**config.mk**
```make
export PLATFORM = sky130hd
export DESIGN_NAME = reaction_game_ctrl
export DESIGN_NICKNAME = d
export VERILOG_FILES = /design/src/rtl/reaction_game_ctrl.sv
export SDC_FILE = /design/constraint.sdc
export NUM_CORES = 1
export LEC_CHECK = 0
export ABC_CLOCK_PERIOD_IN_PS = 2700
export BUFFER_PORTS_ARGS = -buffer_cell sky130_fd_sc_hd__buf_2
export CAP_MARGIN = 5
export CORE_UTILIZATION = 49
export CTS_CLUSTER_DIAMETER = 120
export DETAILED_ROUTE_END_ITERATION = 8
export PLACE_DENSITY = 0.66
export SYNTH_ARGS = -nofsm -noshare
export SYNTH_HDL_FRONTEND = slang
export SYNTH_SLANG_ARGS = --single-unit
```
**constraint.sdc**
```tcl
create_clock -name clk -period 2.7 [get_ports clk]
set_input_delay 0.27 -clock clk [delete_from_list [all_inputs] [get_ports clk]]
set_output_delay 0.27 -clock clk [all_outputs]
set_load 0.02 [all_outputs]
```
**src/rtl/reaction_game_ctrl.sv**
```systemverilog
// Reaction-time game controller: button sync, LFSR start delay, tick prescaler, BCD timer.
// Optional best-score memory shown in START is enabled by defining REACTION_BEST_EN.
module reaction_game_ctrl #(
   parameter int TICK_CYCLES     = 100000,
   parameter int MIN_DELAY_TICKS = 100,
   parameter int RAND_BITS       = 8
) (
   input  logic       clk,
   input  logic       rst_n,
   input  logic       btn,
   output logic [3:0] tens,
   output logic [3:0] ones,
   output logic [1:0] state,
   output logic       go_led,
   output logic       done
);

   typedef enum logic [1:0] {S_START = 2'd0, S_READY = 2'd1, S_PLAY = 2'd2, S_FINISH = 2'd3} state_t;

   localparam int PW = (TICK_CYCLES > 1) ? $clog2(TICK_CYCLES) : 1;

   state_t        cur, cur_nxt;
   logic          sync1, sync2, sync3, press;
   logic [15:0]   lfsr, lfsr_nxt;
   logic [PW-1:0] presc, presc_nxt;
   logic [16:0]   delay, delay_nxt;
   logic [3:0]    tens_nxt, ones_nxt;
   logic          go_nxt, done_nxt, tick;
   logic [3:0]    start_tens, start_ones;

`ifdef REACTION_BEST_EN
   logic [7:0] best, best_nxt;
   assign start_tens = best[7:4];
   assign start_ones = best[3:0];
`else
   assign start_tens = 4'hF;
   assign start_ones = 4'hF;
`endif

   assign state    = cur;
   assign tick     = (presc == PW'(TICK_CYCLES - 1));
   assign lfsr_nxt = {1'b0, lfsr[15:1]} ^ (lfsr[0] ? 16'hB400 : 16'h0000);

   // press is registered so that it is a clean one-cycle event from synchronized edges only
   always_ff @(posedge clk or negedge rst_n) begin
      if (!rst_n) begin
         sync1  <= 1'b0;
         sync2  <= 1'b0;
         sync3  <= 1'b0;
         press  <= 1'b0;
         lfsr   <= 16'hACE1;
         presc  <= '0;
         delay  <= '0;
         cur    <= S_START;
         tens   <= 4'hF;
         ones   <= 4'hF;
         go_led <= 1'b0;
         done   <= 1'b0;
`ifdef REACTION_BEST_EN
         best   <= 8'hFF;
`endif
      end else begin
         sync1  <= btn;
         sync2  <= sync1;
         sync3  <= sync2;
         press  <= sync2 & ~sync3;
         lfsr   <= lfsr_nxt;
         presc  <= presc_nxt;
         delay  <= delay_nxt;
         cur    <= cur_nxt;
         tens   <= tens_nxt;
         ones   <= ones_nxt;
         go_led <= go_nxt;
         done   <= done_nxt;
`ifdef REACTION_BEST_EN
         best   <= best_nxt;
`endif
      end
   end

   always_comb begin
      cur_nxt   = cur;
      tens_nxt  = tens;
      ones_nxt  = ones;
      go_nxt    = go_led;
      done_nxt  = done;
      delay_nxt = delay;
      presc_nxt = tick ? '0 : presc + PW'(1);
`ifdef REACTION_BEST_EN
      best_nxt  = best;
`endif
      case (cur)
         S_START: begin
            tens_nxt = start_tens;
            ones_nxt = start_ones;
            if (press) begin
               delay_nxt = 17'(MIN_DELAY_TICKS) + 17'(lfsr[RAND_BITS-1:0]);
               presc_nxt = '0;
               tens_nxt  = 4'hF;
               ones_nxt  = 4'hF;
               cur_nxt   = S_READY;
            end
         end
         S_READY: begin
            if (press) begin
               // false start: code A is blanked by the decoder
               tens_nxt = 4'hA;
               ones_nxt = 4'hA;
               done_nxt = 1'b1;
               cur_nxt  = S_FINISH;
            end else if (tick) begin
               delay_nxt = delay - 17'd1;
               if (delay == 17'd1) begin
                  presc_nxt = '0;
                  tens_nxt  = 4'd0;
                  ones_nxt  = 4'd0;
                  go_nxt    = 1'b1;
                  cur_nxt   = S_PLAY;
               end
            end
         end
         S_PLAY: begin
            if (press) begin
               go_nxt   = 1'b0;
               done_nxt = 1'b1;
               cur_nxt  = S_FINISH;
`ifdef REACTION_BEST_EN
               if ({tens, ones} < best) best_nxt = {tens, ones};
`endif
            end else if (tick) begin
               if (tens == 4'd9 && ones == 4'd9) begin
                  go_nxt   = 1'b0;
                  done_nxt = 1'b1;
                  cur_nxt  = S_FINISH;
               end else if (ones == 4'd9) begin
                  ones_nxt = 4'd0;
                  tens_nxt = tens + 4'd1;
               end else begin
                  ones_nxt = ones + 4'd1;
               end
            end
         end
         S_FINISH: begin
            if (press) begin
               done_nxt = 1'b0;
               tens_nxt = start_tens;
               ones_nxt = start_ones;
               cur_nxt  = S_START;
            end
         end
         default: cur_nxt = S_START;
      endcase
   end

endmodule
```
==> results.rst <==
.. list-table::
   :header-rows: 1

   * - Metric
     - Value
   * - Sequential fraction of design power
     - 40.1%
   * - Launching element type of the critical path
     - flip-flop
   * - DRC violation count after routing
     - 0
   * - Share of flip-flops with an asynchronous set or reset
     - 100%
   * - Net switching power
     - 1.50 mW
   * - Unrepaired setup endpoints after global routing
     - false
   * - Slew at the pin closest to its max-slew limit
     - 0.585 ns
   * - Fin crit share
     - 82.1%
   * - Hold/Removal Path Class
     - input port to flip-flop
   * - GP Congestion
     - 0.771
   * - Top-level I/O count
     - 15
   * - Power per Cell Area
     - 1050 nW/um^2
   * - Floorplan die width
     - 83.5 um
   * - Total wirelength of the detailed-routed design
     - 5880 um
   * - Worst Path Required
     - 2.97 ns
   * - Final net count
     - 351
   * - Synthesized area divided by synthesized cell count
     - 10.4 um^2
   * - Half-perimeter wire length after detailed placement
     - 4050 um
   * - Synthesis-to-layout area growth
     - 12.9%
   * - Number of vias per cell
     - 5.60
   * - Post-detailed-route count of antenna-violating nets
     - 0
   * - Number of buffers added to fix hold violations after cts
     - 1
   * - Total global-route track usage
     - 18.9%
   * - Pint
     - 2.36 mW
   * - Time the final worst path needs with I/O delays and setup
     - 2.22 ns
   * - Count of different cell masters after synthesis
     - 52
   * - Worst-path fanout max
     - 12
   * - Row cnt
     - 29
   * - Diodes inserted
     - 0
   * - Slew Viols, Final
     - 0
   * - Count of flip-flops with a built-in enable after synthesis
     - 0
   * - Number of sinks driven by the clock tree
     - 66
   * - Via count
     - 2340
   * - Gate power share
     - 36.3%
   * - TritonCTS clock tree
     - done
   * - Global route overflow
     - 0
   * - Share of layout cells above drive strength 1
     - 18.2%
   * - Nature of the critical path endpoint
     - flip-flop
   * - Final hold violations
     - 0
   * - Avg WL per Cell
     - 14.1 um
   * - Drt initial violations
     - 155
   * - CTS clk-pin slew, worst paths
     - 0.08 ns
   * - Post-synthesis cell count
     - 312
   * - Net switching fraction of the power
     - 38.8%
   * - Count of TritonRoute iterations in the first routing pass
     - 4
   * - Total clock buffers created by CTS
     - 9
   * - Relative slew slack
     - 61.0%
   * - Static Leak
     - 1.64 nW
   * - Setup clock skew after layout
     - 0.00921 ns
   * - Cell area after synthesis
     - 3250 um^2
   * - Number of levels the H-tree was split into
     - 3
   * - Total of flip-flops plus latches after synthesis
     - 66
   * - Maximum number of pins on one net before global-route repair
     - 43
   * - Worst Path Class, Setup
     - flip-flop to flip-flop
   * - Number of antenna violations at the first check in global routing
     - 0
   * - Max Clock Freq
     - 0.451 GHz
   * - Setup violation total in the final timing report
     - 0
   * - Global-route wire length before repair
     - 10500 um
   * - Worst vdd ir
     - 0.000688 V
   * - Cell at the root of the clock tree
     - sky130_fd_sc_hd__clkbuf_8
   * - Portion of the post-synthesis area used by sequential elements
     - 51.4%
   * - Setup slack of the critical path after layout
     - 0.484 ns
   * - Worst setup slack after placement
     - 0.510 ns
   * - Setup Fix Bufs, Post-CTS
     - 0
   * - Resized Gates After CTS
     - 0
   * - Part of the power in the clock network
     - 23.6%
   * - Prevailing post-synth register cell
     - sky130_fd_sc_hd__dfrtp_1
   * - Maximum count of clock buffers along a single path
     - 2
   * - Vertical extent of the die
     - 83.5 um
   * - Yosys Warn Count
     - 0
   * - Setup TNS Final
     - 0 ns
   * - Area of the core
     - 6390 um^2
   * - Net count after synthesis
     - 327
   * - Initial core utilization
     - 50.9%
   * - Total of max-cap violations
     - 0
   * - Data arrival, critical path
     - 2.49 ns
   * - Worst-Skew Late Latency
     - 0.34 ns
   * - Outcome
     - finished, final reports clean
   * - Via count of the first global-routing pass
     - 2183
   * - Die ar.
     - 6960 um^2
   * - Quantity of I/O buffers inserted on ports
     - 14
-- registers in the layout, summed over array words and instances (netlist names) --
| register | cells |
|---|---|
| delay | 17 |
| done | 1 |
| tens | 4 |
| go_led | 1 |
| sync1 | 1 |
| press | 1 |
| ones | 4 |
| presc | 17 |
| state | 2 |
| lfsr | 16 |
| sync3 | 1 |
| sync2 | 1 |
-- stage by stage --
stage | hold WS, ns | cell area, um^2 | utilization [%] | std cells | total power, mW
after floorplan | -0.0256 | 3250 | - | 312 | 2.58
after global placement | 0.303 | 3440 | 53.9 | 401 | 2.94
after detailed placement | 0.308 | 3440 | 53.9 | 401 | 2.96
after CTS | 0.0257 | 3670 | 57.4 | 418 | 3.89
after global routing | 0.0226 | 3670 | 57.4 | 418 | 4.15
final | 0.0360 | 3670 | 57.4 | 418 | 3.86
-- critical path, cell delays in order (launching register included) --
cell and delay [ns]:
sky130_fd_sc_hd__dfrtp_1 0.44, sky130_fd_sc_hd__inv_1 0.12, sky130_fd_sc_hd__ha_1 0.22, sky130_fd_sc_hd__inv_1 0.11, sky130_fd_sc_hd__nor3b_1 0.32, sky130_fd_sc_hd__a31o_4 0.24
sky130_fd_sc_hd__nand3_2 0.12, sky130_fd_sc_hd__or4_1 0.42, sky130_fd_sc_hd__a21oi_1 0.15
-- cell type report --
class                      count  area [um^2]
fill                         543         2720
sequential                    66         1670
multi-input combinational    224         1490
timing repair buffer          21          138
clock buffer                  10          128
tap                           77         96.3
clock inverter                 6         90.1
inverter                      14         52.6
-- cell families (layout without fill, tap and decap cells) --
kind of cell,after synthesis,after routing,synth area share [%]
buf+inv,22,51,2.66
fa+ha+maj,12,12,4.62
xor+xnor,26,26,7.01
mux,4,4,1.27
compound gates,56,56,11.0
simple gates,126,126,22.0
flops,66,66,51.4
-- worst paths after layout --
path | start | endpoint | depth (start not counted) | slack (ns)
setup / recovery | state[0] | delay[12] | 8 | 0.48
hold / removal | btn | sync1 | 1 | 0.04
setup reg to reg | state[0] | delay[12] | 8 | 0.48
hold reg to reg | sync1 | sync2 | 0 | 0.35
max in group asynchronous | rst_n | lfsr[0] | 3 | 1.55
min in group asynchronous | rst_n | delay[10] | 2 | 0.46
-- placed cells by master (no fill, tap or decap), types with 4 or more instances in the layout --
cell,n
sky130_fd_sc_hd__a21oi_1,15
sky130_fd_sc_hd__and3_1,4
sky130_fd_sc_hd__buf_2,14
sky130_fd_sc_hd__buf_4,5
sky130_fd_sc_hd__clkbuf_8,9
sky130_fd_sc_hd__dfrtp_1,50
sky130_fd_sc_hd__dfstp_2,16
sky130_fd_sc_hd__ha_1,12
sky130_fd_sc_hd__inv_1,14
sky130_fd_sc_hd__nand2_1,21
sky130_fd_sc_hd__nand3_1,19
sky130_fd_sc_hd__nand4_1,9
sky130_fd_sc_hd__nor2_1,30
sky130_fd_sc_hd__nor3_1,9
sky130_fd_sc_hd__o21ai_0,13
sky130_fd_sc_hd__o22ai_1,7
sky130_fd_sc_hd__or3_1,4
sky130_fd_sc_hd__xnor2_1,6
sky130_fd_sc_hd__xor2_1,20
-- Yosys cell counts, drive strengths merged, types with 2 or more instances --
cell type	n	area, um^2
and3	4	25.0
dfstp	16	420
o31ai	4	35.0
and4	2	18.8
or3	4	25.0
o21ai	16	80.1
nand4	10	68.8
and4bb	2	25.0
inv	14	52.6
nor4	5	61.3
or4	2	15.0
nor3	9	45.0
o22ai	7	43.8
nand3b	3	22.5
nand2	21	78.8
nor2b	3	18.8
xor2	20	175
xnor2	6	52.6
dfrtp	50	1250
a21o	2	15.0
a21oi	15	75.1
nand2b	3	18.8
nand3	21	115
clkbuf	5	18.8
nor2	30	113
nor4b	2	23.8
mux2i	3	30.0
buf	3	15.0
nor3b	4	35.0
ha	12	150
-- per-layer routing --
layer	routed length (um)	track usage (%)	part of all wire (%)
met1	3060	27.4	52
met4	113	8.94	1.9
met3	159	3.56	2.7
met5	0	0	0
met2	2550	27.3	43
-- power groups by stage --
stage	logic, mW	registers [mW]	clock network (mW)
after floorplan	0.971	1.61	0
after global placement	1.39	1.55	0
after detailed placement	1.40	1.56	0
after CTS	1.41	1.55	0.932
after global routing	1.58	1.59	0.982
final	1.40	1.55	0.911
(Power assumes the default switching activity.)
